--- src/rtl/snake_pkg.sv ---
// Shared types and helpers for the snake game controller.
//   dir_t          : snake heading, DIRECTION_SIZE bits
//   game_state_t   : externally visible game state code (character generator)
//   fsm_t          : internal sequencer states (CLEAR split into two phases)
//   opposite()     : reverse of a heading
//   encode_state() : internal FSM state -> visible game state code
package snake_pkg;

    localparam int unsigned DIRECTION_SIZE = 2;
    localparam int unsigned LEVEL_W        = 3;
    localparam int unsigned STATE_W        = 3;

    typedef enum logic [DIRECTION_SIZE-1:0] {
        UP    = 2'd0,
        DOWN  = 2'd1,
        LEFT  = 2'd2,
        RIGHT = 2'd3
    } dir_t;

    typedef enum logic [STATE_W-1:0] {
        ST_IDLE    = 3'd0,
        ST_CLEAR   = 3'd1,
        ST_PLAYING = 3'd2,
        ST_PAUSED  = 3'd3,
        ST_OVER    = 3'd4
    } game_state_t;

    typedef enum logic [2:0] {
        F_IDLE    = 3'd0,
        F_CLEAR1  = 3'd1,
        F_CLEAR2  = 3'd2,
        F_PLAYING = 3'd3,
        F_PAUSED  = 3'd4,
        F_OVER    = 3'd5
    } fsm_t;

    function automatic dir_t opposite(input dir_t d);
        dir_t r;
        case (d)
            UP:      r = DOWN;
            DOWN:    r = UP;
            LEFT:    r = RIGHT;
            default: r = LEFT;
        endcase
        return r;
    endfunction

    function automatic game_state_t encode_state(input fsm_t s);
        game_state_t r;
        case (s)
            F_IDLE:             r = ST_IDLE;
            F_CLEAR1, F_CLEAR2: r = ST_CLEAR;
            F_PLAYING:          r = ST_PLAYING;
            F_PAUSED:           r = ST_PAUSED;
            F_OVER:             r = ST_OVER;
            default:            r = ST_IDLE;
        endcase
        return r;
    endfunction

endpackage

--- src/rtl/snake_game_controller_if.sv ---
// Control bundle between the game controller and its neighbours
// (PS/2 decoder, VGA sync, snake/apple datapath).
//   master : the controller (consumes events, drives reset_game/move_tick/
//            direction/level/state)
//   slave  : the surrounding logic (drives events, consumes controls)
interface snake_game_controller_if;
    import snake_pkg::*;

    logic                 frame_start;
    logic                 start_key;
    logic                 pause_key;
    logic                 dir_valid;
    dir_t                 dir_req;
    logic                 apple_eaten;
    logic                 game_over_in;

    logic                 reset_game;
    logic                 move_tick;
    dir_t                 direction;
    logic [LEVEL_W-1:0]   level;
    game_state_t          state;

    modport master (
        input  frame_start, start_key, pause_key, dir_valid, dir_req,
               apple_eaten, game_over_in,
        output reset_game, move_tick, direction, level, state
    );

    modport slave (
        output frame_start, start_key, pause_key, dir_valid, dir_req,
               apple_eaten, game_over_in,
        input  reset_game, move_tick, direction, level, state
    );

endinterface

--- src/rtl/move_tick_gen.sv ---
// Frame counter and move-tick generator.
//   clk_25, rst     : clock, synchronous active-high reset
//   i_level         : current level, selects frames per move
//   i_enable        : count frame_start pulses (steady PLAYING only)
//   i_clear         : zero the frame counter
//   i_force         : force a tick next cycle (datapath clear)
//   i_frame_start   : one pulse per video frame
//   o_tick          : registered one-cycle move enable
//   o_tick_set_c    : combinational, high on the edge where o_tick rises
//                     from frame counting
module move_tick_gen
    import snake_pkg::*;
#(
    parameter int unsigned BASE_PERIOD = 8,
    parameter int unsigned PERIOD_STEP = 1,
    parameter int unsigned MIN_PERIOD  = 2
) (
    input  logic               clk_25,
    input  logic               rst,
    input  logic [LEVEL_W-1:0] i_level,
    input  logic               i_enable,
    input  logic               i_clear,
    input  logic               i_force,
    input  logic               i_frame_start,
    output logic               o_tick,
    output logic               o_tick_set_c
);
    localparam int unsigned PW  = 5;
    localparam int unsigned CW  = 4;
    localparam logic [PW-1:0] BASE_P = PW'(BASE_PERIOD);
    localparam logic [PW-1:0] MIN_P  = PW'(MIN_PERIOD);

    logic [CW-1:0] r_cnt;
    logic          r_tick;
    logic [PW-1:0] w_dec;
    logic [PW-1:0] w_period;
    logic          w_last;

    // Period with clamp; a subtraction that would go negative yields MIN.
    always_comb begin
        w_dec = PW'(i_level) * PW'(PERIOD_STEP);
        if ((w_dec >= BASE_P) || ((BASE_P - w_dec) < MIN_P)) begin
            w_period = MIN_P;
        end else begin
            w_period = BASE_P - w_dec;
        end
        w_last       = ({1'b0, r_cnt} == (w_period - PW'(1)));
        o_tick_set_c = i_enable & i_frame_start & w_last;
    end

    // Frame counter and tick register
    always_ff @(posedge clk_25) begin
        if (rst) begin
            r_cnt  <= '0;
            r_tick <= 1'b0;
        end else begin
            r_tick <= i_force | o_tick_set_c;
            if (i_clear) begin
                r_cnt <= '0;
            end else if (i_enable && i_frame_start) begin
                r_cnt <= w_last ? '0 : r_cnt + CW'(1);
            end
        end
    end

    assign o_tick = r_tick;

endmodule

--- src/rtl/snake_game_controller.sv ---
// Snake game sequencer: game FSM, datapath reset, level tracking and
// direction filtering; move ticks come from move_tick_gen.
//   clk_25 : 25 MHz pixel clock
//   rst    : synchronous active-high reset
//   bus    : control bundle (events in; reset_game, move_tick, direction,
//            level, state out -- all registered)
module snake_game_controller
    import snake_pkg::*;
#(
    parameter int unsigned BASE_PERIOD      = 8,
    parameter int unsigned PERIOD_STEP      = 1,
    parameter int unsigned MIN_PERIOD       = 2,
    parameter int unsigned APPLES_PER_LEVEL = 5,
    parameter int unsigned MAX_LEVEL        = 7
) (
    input  logic                    clk_25,
    input  logic                    rst,
    snake_game_controller_if.master bus
);
    localparam int unsigned AW = 3;
    localparam logic [AW-1:0]      APPLE_LAST = AW'(APPLES_PER_LEVEL - 1);
    localparam logic [LEVEL_W-1:0] LEVEL_MAX  = LEVEL_W'(MAX_LEVEL);

    fsm_t               r_fsm;
    fsm_t               w_fsm_next;
    logic               r_reset_game;
    game_state_t        r_state;
    logic [LEVEL_W-1:0] r_level;
    logic [AW-1:0]      r_apple_cnt;
    dir_t               r_direction;
    dir_t               r_pending;
    logic               r_pending_vld;

    logic               w_clear;
    logic               w_force_tick;
    logic               w_tick_enable;
    logic               w_playing;
    logic               w_tick;
    logic               w_tick_set;
    dir_t               w_dir_next;
    logic               w_dir_accept;

    // State register
    always_ff @(posedge clk_25) begin
        if (rst) begin
            r_fsm <= F_IDLE;
        end else begin
            r_fsm <= w_fsm_next;
        end
    end

    // Next state and per-transition controls
    always_comb begin
        w_fsm_next    = r_fsm;
        w_clear       = 1'b0;
        w_force_tick  = 1'b0;
        w_tick_enable = 1'b0;
        case (r_fsm)
            F_IDLE:    if (bus.start_key) w_fsm_next = F_CLEAR1;
            F_CLEAR1:  w_fsm_next = F_CLEAR2;
            F_CLEAR2:  w_fsm_next = F_PLAYING;
            F_PLAYING: begin
                if (bus.game_over_in) begin
                    w_fsm_next = F_OVER;
                end else if (bus.pause_key) begin
                    w_fsm_next = F_PAUSED;
                end
            end
            F_PAUSED:  if (bus.pause_key) w_fsm_next = F_PLAYING;
            F_OVER:    if (bus.start_key) w_fsm_next = F_CLEAR1;
            default:   w_fsm_next = F_IDLE;
        endcase
        w_clear       = (w_fsm_next == F_CLEAR1) || (w_fsm_next == F_CLEAR2);
        w_force_tick  = (w_fsm_next == F_CLEAR1);
        // A frame arriving as we leave PLAYING is not counted.
        w_tick_enable = (r_fsm == F_PLAYING) && (w_fsm_next == F_PLAYING);
    end

    assign w_playing = (r_fsm == F_PLAYING);

    // Visible state and datapath reset track the state being entered
    always_ff @(posedge clk_25) begin
        if (rst) begin
            r_reset_game <= 1'b1;
            r_state      <= ST_IDLE;
        end else begin
            r_reset_game <= (w_fsm_next == F_IDLE) || w_clear;
            r_state      <= encode_state(w_fsm_next);
        end
    end

    move_tick_gen #(
        .BASE_PERIOD (BASE_PERIOD),
        .PERIOD_STEP (PERIOD_STEP),
        .MIN_PERIOD  (MIN_PERIOD)
    ) u_tick (
        .clk_25        (clk_25),
        .rst           (rst),
        .i_level       (r_level),
        .i_enable      (w_tick_enable),
        .i_clear       (w_clear),
        .i_force       (w_force_tick),
        .i_frame_start (bus.frame_start),
        .o_tick        (w_tick),
        .o_tick_set_c  (w_tick_set)
    );

    // Apple counter and saturating level
    always_ff @(posedge clk_25) begin
        if (rst || w_clear) begin
            r_level     <= '0;
            r_apple_cnt <= '0;
        end else if (w_playing && bus.apple_eaten) begin
            if (r_apple_cnt == APPLE_LAST) begin
                r_apple_cnt <= '0;
                if (r_level != LEVEL_MAX) begin
                    r_level <= r_level + LEVEL_W'(1);
                end
            end else begin
                r_apple_cnt <= r_apple_cnt + AW'(1);
            end
        end
    end

    // Direction filter. On the commit edge a new request is judged against
    // the heading being committed, so it can never reverse it next move.
    always_comb begin
        w_dir_next   = (w_tick_set && r_pending_vld) ? r_pending : r_direction;
        w_dir_accept = w_playing && bus.dir_valid &&
                       (bus.dir_req != w_dir_next) &&
                       (bus.dir_req != opposite(w_dir_next));
    end

    always_ff @(posedge clk_25) begin
        if (rst || w_clear) begin
            r_direction   <= RIGHT;
            r_pending     <= RIGHT;
            r_pending_vld <= 1'b0;
        end else begin
            r_direction <= w_dir_next;
            if (w_dir_accept) begin
                r_pending     <= bus.dir_req;
                r_pending_vld <= 1'b1;
            end else if (w_tick_set) begin
                r_pending_vld <= 1'b0;
            end
        end
    end

    assign bus.reset_game = r_reset_game;
    assign bus.move_tick  = w_tick;
    assign bus.direction  = r_direction;
    assign bus.level      = r_level;
    assign bus.state      = r_state;

endmodule

--- src/flat_wrapper.sv ---
// flat-port wrapper written by rule: the top's interface ports become plain ports
module snake_game_controller_flat import snake_pkg::*;
#(
    parameter int unsigned BASE_PERIOD      = 8,
    parameter int unsigned PERIOD_STEP      = 1,
    parameter int unsigned MIN_PERIOD       = 2,
    parameter int unsigned APPLES_PER_LEVEL = 5,
    parameter int unsigned MAX_LEVEL        = 7
)
  (clk_25, rst, bus_frame_start, bus_start_key, bus_pause_key, bus_dir_valid, bus_dir_req, bus_apple_eaten, bus_game_over_in, bus_reset_game, bus_move_tick, bus_direction, bus_level, bus_state);
  snake_game_controller_if bus_i ();
  input  logic clk_25;
  input  logic rst;
  input wire logic [$bits(bus_i.frame_start)-1:0] bus_frame_start;
  input wire logic [$bits(bus_i.start_key)-1:0] bus_start_key;
  input wire logic [$bits(bus_i.pause_key)-1:0] bus_pause_key;
  input wire logic [$bits(bus_i.dir_valid)-1:0] bus_dir_valid;
  input wire logic [$bits(bus_i.dir_req)-1:0] bus_dir_req;
  input wire logic [$bits(bus_i.apple_eaten)-1:0] bus_apple_eaten;
  input wire logic [$bits(bus_i.game_over_in)-1:0] bus_game_over_in;
  output wire logic [$bits(bus_i.reset_game)-1:0] bus_reset_game;
  output wire logic [$bits(bus_i.move_tick)-1:0] bus_move_tick;
  output wire logic [$bits(bus_i.direction)-1:0] bus_direction;
  output wire logic [$bits(bus_i.level)-1:0] bus_level;
  output wire logic [$bits(bus_i.state)-1:0] bus_state;
  assign bus_i.frame_start = bus_frame_start;
  assign bus_i.start_key = bus_start_key;
  assign bus_i.pause_key = bus_pause_key;
  assign bus_i.dir_valid = bus_dir_valid;
  assign bus_i.dir_req = bus_dir_req;
  assign bus_i.apple_eaten = bus_apple_eaten;
  assign bus_i.game_over_in = bus_game_over_in;
  assign bus_reset_game = bus_i.reset_game;
  assign bus_move_tick = bus_i.move_tick;
  assign bus_direction = bus_i.direction;
  assign bus_level = bus_i.level;
  assign bus_state = bus_i.state;
  snake_game_controller #(.BASE_PERIOD(BASE_PERIOD), .PERIOD_STEP(PERIOD_STEP), .MIN_PERIOD(MIN_PERIOD), .APPLES_PER_LEVEL(APPLES_PER_LEVEL), .MAX_LEVEL(MAX_LEVEL)) u_core (.clk_25(clk_25), .rst(rst), .bus(bus_i));
endmodule
--- config.mk ---
export PLATFORM = sky130hd
export DESIGN_NAME = snake_game_controller_flat
export DESIGN_NICKNAME = d
export VERILOG_FILES = /design/src/rtl/snake_pkg.sv /design/src/rtl/snake_game_controller_if.sv /design/src/rtl/move_tick_gen.sv /design/src/rtl/snake_game_controller.sv /design/src/flat_wrapper.sv
export SDC_FILE = /design/constraint.sdc
export NUM_CORES = 1
export LEC_CHECK = 0
export BUFFER_PORTS_ARGS = -buffer_cell sky130_fd_sc_hd__buf_2
export CAP_MARGIN = 40
export CORE_MARGIN = 2
export CORE_UTILIZATION = 25
export DETAILED_ROUTE_END_ITERATION = 16
export PLACE_DENSITY_LB_ADDON = 0.2
export SYNTH_ARGS = -nofsm -noshare
export SYNTH_HDL_FRONTEND = slang
export SYNTH_SLANG_ARGS = --single-unit
--- constraint.sdc ---
create_clock -name clk_25 -period 3.74 [get_ports clk_25]
set_input_delay 0.561 -clock clk_25 [delete_from_list [all_inputs] [get_ports clk_25]]
set_output_delay 0.561 -clock clk_25 [all_outputs]
set_load 0.03 [all_outputs]
==> results of run 1 <==
[cell usage in the layout, fill, tap and decap left out, drive strengths merged]
cell and count:
nand2 7, a21o 2, and3 1, a32oi 1, nand2b 4, mux2i 6, inv 9, clkbuf 4
or3 3, or3b 2, nand3b 4, dfxtp 23, o21a 1, a311oi 1, or2 2, o21bai 1
a21oi 14, maj3 1, nand3 4, o2111a 1, o21ai 5, and2b 1, nor2b 7, o32a 1
nor4 1, o22ai 1, nor2 25, and2 2, ha 6, nor3 2, buf 19, nor3b 2
xnor2 5, a22oi 2, xor2 2
[how the worst min path moves through the flow]
stage,startpoint,end,slack (ns),cells past startpoint
after floorplan,u_core.r_pending_vld,u_core.r_pending_vld,0.45,2
after detailed placement,u_core.bus.direction[0],u_core.bus.direction[0],0.47,2
after global placement,u_core.r_pending_vld,u_core.r_pending_vld,0.46,2
after global routing,u_core.r_pending[0],u_core.bus.direction[0],0.52,2
final,u_core.r_pending_vld,u_core.r_pending_vld,0.48,2
after CTS,u_core.r_pending_vld,u_core.r_pending_vld,0.48,2
[kinds of logic (layout without fill, tap and decap cells)]
family	Yosys count	after routing	synth area share [%]
AOI/OAI and AO/OA	30	30	15.12
xor gates and xnor gates	7	7	4.842
adders and majority gates	7	7	6.719
buffers and inverters	13	32	4.150
DFF	23	23	36.36
muxes	6	6	4.743
and+or+nand+nor	67	67	28.06
[power breakdown]
| part | leakage [nW] | internal [mW] | switching (mW) |
|---|---|---|---|
| combinational | 0.361 | 0.0231 | 0.0371 |
| clock | 0.0228 | 0.0761 | 0.0776 |
| sequential | 0.187 | 0.252 | 0.00797 |
| total | 0.570 | 0.351 | 0.123 |
[flip-flops by register name (all words and copies together), names as in the netlist]
register	count
u_core.r_pending_vld	1
u_core.r_apple_cnt	3
u_core.r_pending	2
u_core.u_tick.o_tick	1
u_core.bus.direction	2
u_core.u_tick.r_cnt	4
u_core.r_fsm	3
u_core.bus.state	3
u_core.bus.reset_game	1
u_core.bus.level	3
[stage by stage]
step,cells,cell area (sq um)
2_1_floorplan,153,1266
3_3_place_gp,235,1426
3_5_place_dp,235,1426
4_1_cts,239,1471
5_1_grt,239,1471
6_report,239,1471
[layout make-up]
type	count	area, sq um	area share (%)
Tap cell	67	83.83	5.697
Inverter	9	33.78	2.296
Timing Repair Buffer	19	95.09	6.463
Clock buffer	4	45.04	3.061
Multi-Input combinational cell	117	753.2	51.19
Sequential cell	23	460.4	31.29
[per-layer routing]
metal,vias up,global-route usage (%),share of wire [%]
met4,0,4.873,1.8
met1,506,13.22,47
met2,21,17.64,46
met5,-,0,0
met3,5,2.677,5.3
li1,562,-,-
[worst max-delay path: stages (launching register included)]
cell and delay [ns]:
dfxtp_1 0.46, inv_1 0.09, ha_1 0.35, nor2b_1 0.17
nor3_1 0.09, a311oi_2 0.36, and2_2 0.26, mux2i_1 0.19
nand2b_1 0.06
==> flow_summary.yaml, run 1 <==
run_status:
  outcome: "completed"
route:
  vias: 1094
  wire_per_inst_um: 11.29
  detail-route-antenna-nets: 0
  drc_errors: 0
  drt_iter0_drc: 27
  via_per_inst: 4.577
  totalWireLength_mm: 2.698
  first_pass_iters: 4
sta:
  maxSlewViolCount: 0
  hold_slack_ns: 0.4752
  grt_setup_unrepaired: "false"
  maxSlewHeadroom_pct: 61.45
  setup_viol: 0
  setup_tns_ns: 0
  fin_crit_sh_pct: 57.22
  period_needed_ns: 2.140
  worst_slack_ns: 1.600
  worstMarginPinSlew_ns: 0.5739
  fin_skew_ns: 0.001780
  hold_violations: 0
  timing.fmax_mhz: 467.3
layout:
  layout-drive-gt1-share_pct: 16.86
  syn_to_final_growth_pct: 16.21
  n_antenna_cell: 0
  nFillCells: 558
  finish.utilization_pct: 30.55
  nets: 189
synth:
  ys_ff_latch: 23
  synth_edf_count: 0
  synthTopCellsByCount: "24 x nor2_1, 23 x dfxtp_1, 14 x a21oi_1"
  synth_top_cell_by_area: "dfxtp_1"
  syn-instance-count: 153
  synth_area_per_cell_sq_um: 8.276
  synth_flop_cell: "dfxtp_1"
  synth-async-reset-ratio_pct: 0
  synth_top_area_share_pct: 36.36
  yosysSeqAreaShare_pct: 36.36
  yosysMostFrequentCell: "nor2_1"
  synth_nets: 169
  ys_top_cells_by_area: "dfxtp_1 36%, nor2_1 7.1%, ha_1 5.9%"
  syn_area_sq_um: 1266
  synthDistinctLibCells: 38
  synth_warnings: 0
worst_setup_path:
  required_ns: 3.90
  endpoint_kind: "register"
  worstPathArrival_ns: 2.30
  r2r-end: "u_core.bus.direction[0]"
  reg2regPathDepth: 8
  rrSetupSlack_ns: 1.60
  path_max_fanout: 7
  path_class: "reg -> reg"
  cp-start-kind: "register"
  r2r-start: "u_core.bus.level[0]"
  startpoint: "u_core.bus.level[0]"
  crit_end: "u_core.bus.direction[0]"
pwr:
  vdd_drop_max_mv: 0.1240
  p_total_mw: 0.4736
  leakagePower_nw: 0.5700
  p_per_area_nw_per_um2: 321.9
clock_network:
  clock-root-buffer: "clkbuf_8"
  clk_pin_slew_worst_paths_ns: 0.08
  cts_made_buffers: 3
  ctsResizeCount: 0
  cts_tree: "done"
  cts_hold_buf: 0
  clk_latency_ns: 0.26
  htreeDepth: 1
  clockBufferDepth: 2
  clock_sinks: 23
  post-cts-setup-buffer-count: 0
global_route:
  antenna_found_initial: 0
  grt_start_max_net_pins: 14
  grt_pass1_wl_mm: 4.664
  track_usage_pct: 10.73
  grt_pass1_vias: 1085
  grt_overflow: 0
floorplan:
  fp.coreArea_sq_um: 4817
  die_w_um: 75.17
  rows: 25
  floorplan.initialDensity_pct: 26.29
  fp.dieArea_sq_um: 5650
  die_h_um: 75.17
  io-pin-count: 20
placed_design:
  gp_congestion: 0.8328
  hpwl_mm: 2.131
  pre_cts_ws_ns: 1.531
  io_buffers: 19
flow_run:
  maxCapViolCount: 0
hold_path:
  holdCritPathClass: "reg -> reg"
Note: power is estimated with default switching activity, not from simulation.
==> run 2: changes to the inputs <==
Clock period 3.74 ns to 2.1 ns, I/O delays scaled along.
==> flow_summary.yaml, run 2 (synthesis gave the netlist of run 1 again) <==
global_route:
  grt_start_max_net_pins: 14
  grt_overflow: 0
  grt_pass1_vias: 1031
  track_usage_pct: 10.28
  antenna_found_initial: 0
  grt_pass1_wl_mm: 4.602
sta:
  fin_skew_ns: 0.004400
  hold_violations: 0
  grt_setup_unrepaired: "false"
  worstMarginPinSlew_ns: 0.4047
  maxSlewViolCount: 0
  fin_crit_sh_pct: 90.27
  setup_viol: 0
  setup_tns_ns: 0
  maxSlewHeadroom_pct: 72.81
  period_needed_ns: 1.896
  timing.fmax_mhz: 527.5
run_status:
  outcome: "completed"
floorplan:
  die_w_um: 75.17
  fp.dieArea_sq_um: 5650
  rows: 25
  die_h_um: 75.17
  floorplan.initialDensity_pct: 26.29
  io-pin-count: 20
  fp.coreArea_sq_um: 4817
route:
  wire_per_inst_um: 11.12
  first_pass_iters: 4
  drc_errors: 0
  vias: 1124
  via_per_inst: 4.645
  totalWireLength_mm: 2.690
  detail-route-antenna-nets: 0
  drt_iter0_drc: 34
clock_network:
  clock-root-buffer: "clkbuf_8"
  clk_pin_slew_worst_paths_ns: 0.08
  cts_tree: "done"
  htreeDepth: 1
  cts_hold_buf: 0
  clockBufferDepth: 2
  clk_latency_ns: 0.26
  cts_made_buffers: 3
  clock_sinks: 23
  post-cts-setup-buffer-count: 0
placed_design:
  hpwl_mm: 2.119
  gp_congestion: 0.9263
  post-place-cells: 238
  io_buffers: 19
layout:
  nFillCells: 537
  layout-drive-gt1-share_pct: 21.14
  syn_to_final_growth_pct: 20.65
  final_cell_mix: "24 x nor2_1, 21 x dfxtp_1, 19 x buf_2, 14 x a21oi_1, 9 x inv_1"
  regMostFlops: "u_core.u_tick.r_cnt"
  final_common_cell: "nor2_1"
  nets: 192
  largest_reg_flops: 4
  n_antenna_cell: 0
  instances_no_fill: 242
worst_setup_path:
  cp_slowest_stage_delay_ns: 0.39
  path_max_fanout: 7
  cp_cell_sequence: "inv_1 -> ha_4 -> nor2b_2 -> o21a_1 -> a311oi_4 -> and2_4 -> mux2i_1 -> nand2b_1"
  endpoint_kind: "register"
  worstPathArrival_ns: 2.06
  path_class: "reg -> reg"
  required_ns: 2.26
  cp-start-kind: "register"
  slowest_stage: "dfxtp_4"
pwr:
  vdd_drop_max_mv: 0.2371
  leakagePower_nw: 0.5948
  p_per_area_nw_per_um2: 554.2
hold_path:
  holdCritPathClass: "in -> reg"
flow_run:
  maxCapViolCount: 0
-- run 2: area by class of cell --
class                           count  area [sq um]  share of cell area (%)
Sequential cell                    23         465.4                   30.47
Clock buffer                        3         41.29                   2.703
Inverter                            9         33.78                   2.211
Tap cell                           67         83.83                   5.487
Timing Repair Buffer               22         117.6                   7.699
Multi-Input combinational cell    117         780.7                   51.11
Clock inverter                      1         5.005                  0.3276
-- run 2: through the flow --
stage / setup slack (ns) / hold slack (ns) / cell area, sq um / power, mW / utilization, %
final: 0.2044 / 0.2997 / 1528 / 0.8467 / 31.71
after global routing: 0.05156 / 0.3097 / 1528 / 0.8921 / 31.71
after CTS: 0.02625 / 0.2993 / 1509 / 0.8655 / 31.32
after detailed placement: 0.01203 / 0.4668 / 1450 / 0.5836 / 30.10
after global placement: 0.01451 / 0.4643 / 1450 / 0.5841 / 30.10
after floorplan: 0.04110 / 0.4473 / 1267 / 0.5493 / -
-- run 2: timing repair --
item / in CTS / in global routing
gates resized for setup: 2 / 4
pin swaps: 1 / 2
endpoints found under the setup margin: 1 / 5
-- run 2: metal layers --
layer / global-route usage (%) / up-vias / part of all wire, %
met5: 0 / - / 0
met4: 2.924 / 0 / 0.48
met3: 2.276 / 2 / 4.8
met2: 15.69 / 28 / 45
met1: 14.57 / 525 / 50
li1: - / 569 / -
-- run 2: final timing paths --
path              cells past startpoint  slack (ns)            startpoint                       to
setup / recovery                      8        0.20   u_core.bus.level[0]  u_core.bus.direction[0]
hold / removal                        3        0.30        bus_dir_req[0]      u_core.r_pending[0]
setup reg to reg                      8        0.20   u_core.bus.level[0]  u_core.bus.direction[0]
hold reg to reg                       2        0.49  u_core.r_pending_vld     u_core.r_pending_vld
-- run 2: power breakdown --
group          switching (mW)  total, mW  internal (mW)
clock                   0.142      0.275          0.132
combinational          0.0673      0.111         0.0436
sequential             0.0139      0.461          0.447
total                   0.224      0.847          0.623
-- run 2: worst max-delay path, delay by kind of cell, from the launching register on --
| family | cells | cell delay, ns |
|---|---|---|
| AOI/OAI and AO/OA | 2 | 0.52 |
| DFF | 1 | 0.39 |
| buffers and inverters | 1 | 0.09 |
| adders and majority gates | 1 | 0.29 |
| muxes | 1 | 0.18 |
| and+or+nand+nor | 3 | 0.35 |
==> run 3: changes to the inputs <==
Settings changed: CORE_UTILIZATION 25 to 55, RECOVER_POWER set to 100, REMOVE_ABC_BUFFERS set to 1.
==> flow_summary.yaml, run 3 (synthesis gave the netlist of run 1 again) <==
placed_design:
  gp_congestion: 0.8723
  hpwl_mm: 2.011
  io_buffers: 19
  pre_cts_ws_ns: 0.03815
flow_run:
  maxCapViolCount: 0
layout:
  layout-drive-gt1-share_pct: 13.56
  largest_reg_flops: 4
  regMostFlops: "u_core.u_tick.r_cnt"
  final_cell_mix: "24 x nor2_1, 22 x dfxtp_1, 14 x a21oi_1, 13 x clkbuf_1"
  final_common_cell: "nor2_1"
  n_antenna_cell: 0
  nets: 194
  syn_to_final_growth_pct: 14.33
  nFillCells: 208
route:
  wire_per_inst_um: 12.56
  detail-route-antenna-nets: 0
  via_per_inst: 5.444
  totalWireLength_mm: 2.574
  drc_errors: 0
  first_pass_iters: 4
  drt_iter0_drc: 24
  vias: 1116
clock_network:
  cts_hold_buf: 0
  clk_pin_slew_worst_paths_ns: 0.12
  clockBufferDepth: 2
  clock-root-buffer: "clkbuf_4"
  htreeDepth: 1
  cts_made_buffers: 3
  clock_sinks: 23
  cts_tree: "done"
  clk_latency_ns: 0.30
sta:
  fin_skew_ns: 0.004988
  timing.fmax_mhz: 513.1
  hold_slack_ns: 0.2608
  worst_slack_ns: 0.1511
  grt_setup_unrepaired: "false"
  maxSlewViolCount: 0
  setup_viol: 0
  fin_crit_sh_pct: 92.80
  period_needed_ns: 1.949
  maxSlewHeadroom_pct: 73.49
  hold_violations: 0
  worstMarginPinSlew_ns: 0.3946
global_route:
  grt_pass1_vias: 1094
  grt_overflow: 0
  grt_pass1_wl_mm: 4.540
  track_usage_pct: 22.01
  grt_start_max_net_pins: 13
  antenna_found_initial: 0
floorplan:
  die_w_um: 51.98
  fp.dieArea_sq_um: 2702
  die_h_um: 51.98
  floorplan.initialDensity_pct: 57.80
  fp.coreArea_sq_um: 2191
  io-pin-count: 20
  rows: 17
worst_setup_path:
  worstPathArrival_ns: 2.16
  required_ns: 2.31
  endpoint_kind: "register"
  reg2regPathDepth: 7
  cp-start-kind: "register"
  path_max_fanout: 6
  slowest_stage: "or3_1"
  cp_cell_sequence: "clkbuf_2 -> or3_1 -> o21a_1 -> a311oi_4 -> and2_4 -> mux2i_1 -> nand2b_1"
  cp_num_buf_inv: 1
  cp.depth: 7
  path_delay_family: "simple AND/OR/NAND/NOR gates"
  path_class: "reg -> reg"
  cp_slowest_stage_delay_ns: 0.34
pwr:
  vdd_drop_max_mv: 0.3426
  leakagePower_nw: 0.5510
  p_per_area_nw_per_um2: 532.6
run_status:
  outcome: "completed"
hold_path:
  hold_depth: 2
  holdCritPathClass: "in -> reg"
## run 3: per-layer routing
| metal | global-route usage [%] | vias to the layer above | share of wire [%] |
|---|---|---|---|
| met5 | 0 | - | 0 |
| met4 | 6.579 | 0 | 1.3 |
| met3 | 3.736 | 4 | 3.7 |
| met2 | 40.08 | 28 | 51 |
| met1 | 26.04 | 514 | 44 |
| li1 | - | 570 | - |
## run 3: repair_timing
action,in CTS,in global routing
buffers inserted,0,0
endpoints found under the setup margin,0,5
resized for setup,0,5
## run 3: power breakdown
part	switching (mW)	internal, mW
Combinational	0.0721	0.0426
Sequential	0.00949	0.448
Clock	0.125	0.0739
## run 3: metrics by stage
step	setup TNS (ns)	power [mW]	cell area, sq um	std cells	util [%]
2_1_floorplan	-0.05265	0.5425	1247	149	-
5_1_grt	0	0.8105	1448	205	66.08
4_1_cts	0	0.7800	1441	205	65.79
6_report	0	0.7711	1448	205	66.08
3_5_place_dp	0	0.5852	1415	201	64.59
3_3_place_gp	0	0.5827	1415	201	64.59
## run 3: final timing paths
check	from	end	slack, ns
setup / recovery	u_core.bus.level[0]	u_core.bus.direction[1]	0.15
hold / removal	rst	u_core.bus.state[1]	0.26
setup reg to reg	u_core.bus.level[0]	u_core.bus.direction[1]	0.15
hold reg to reg	u_core.r_pending_vld	u_core.r_pending_vld	0.48
## run 3: area by class of cell
class / count / area, sq um / area share [%]
inverter: 9 / 33.78 / 2.334
multi-input combinational: 117 / 778.2 / 53.76
timing repair buffer: 24 / 110.1 / 7.606
clock buffer: 4 / 26.28 / 1.815
tap: 28 / 35.03 / 2.420
sequential: 23 / 464.2 / 32.07
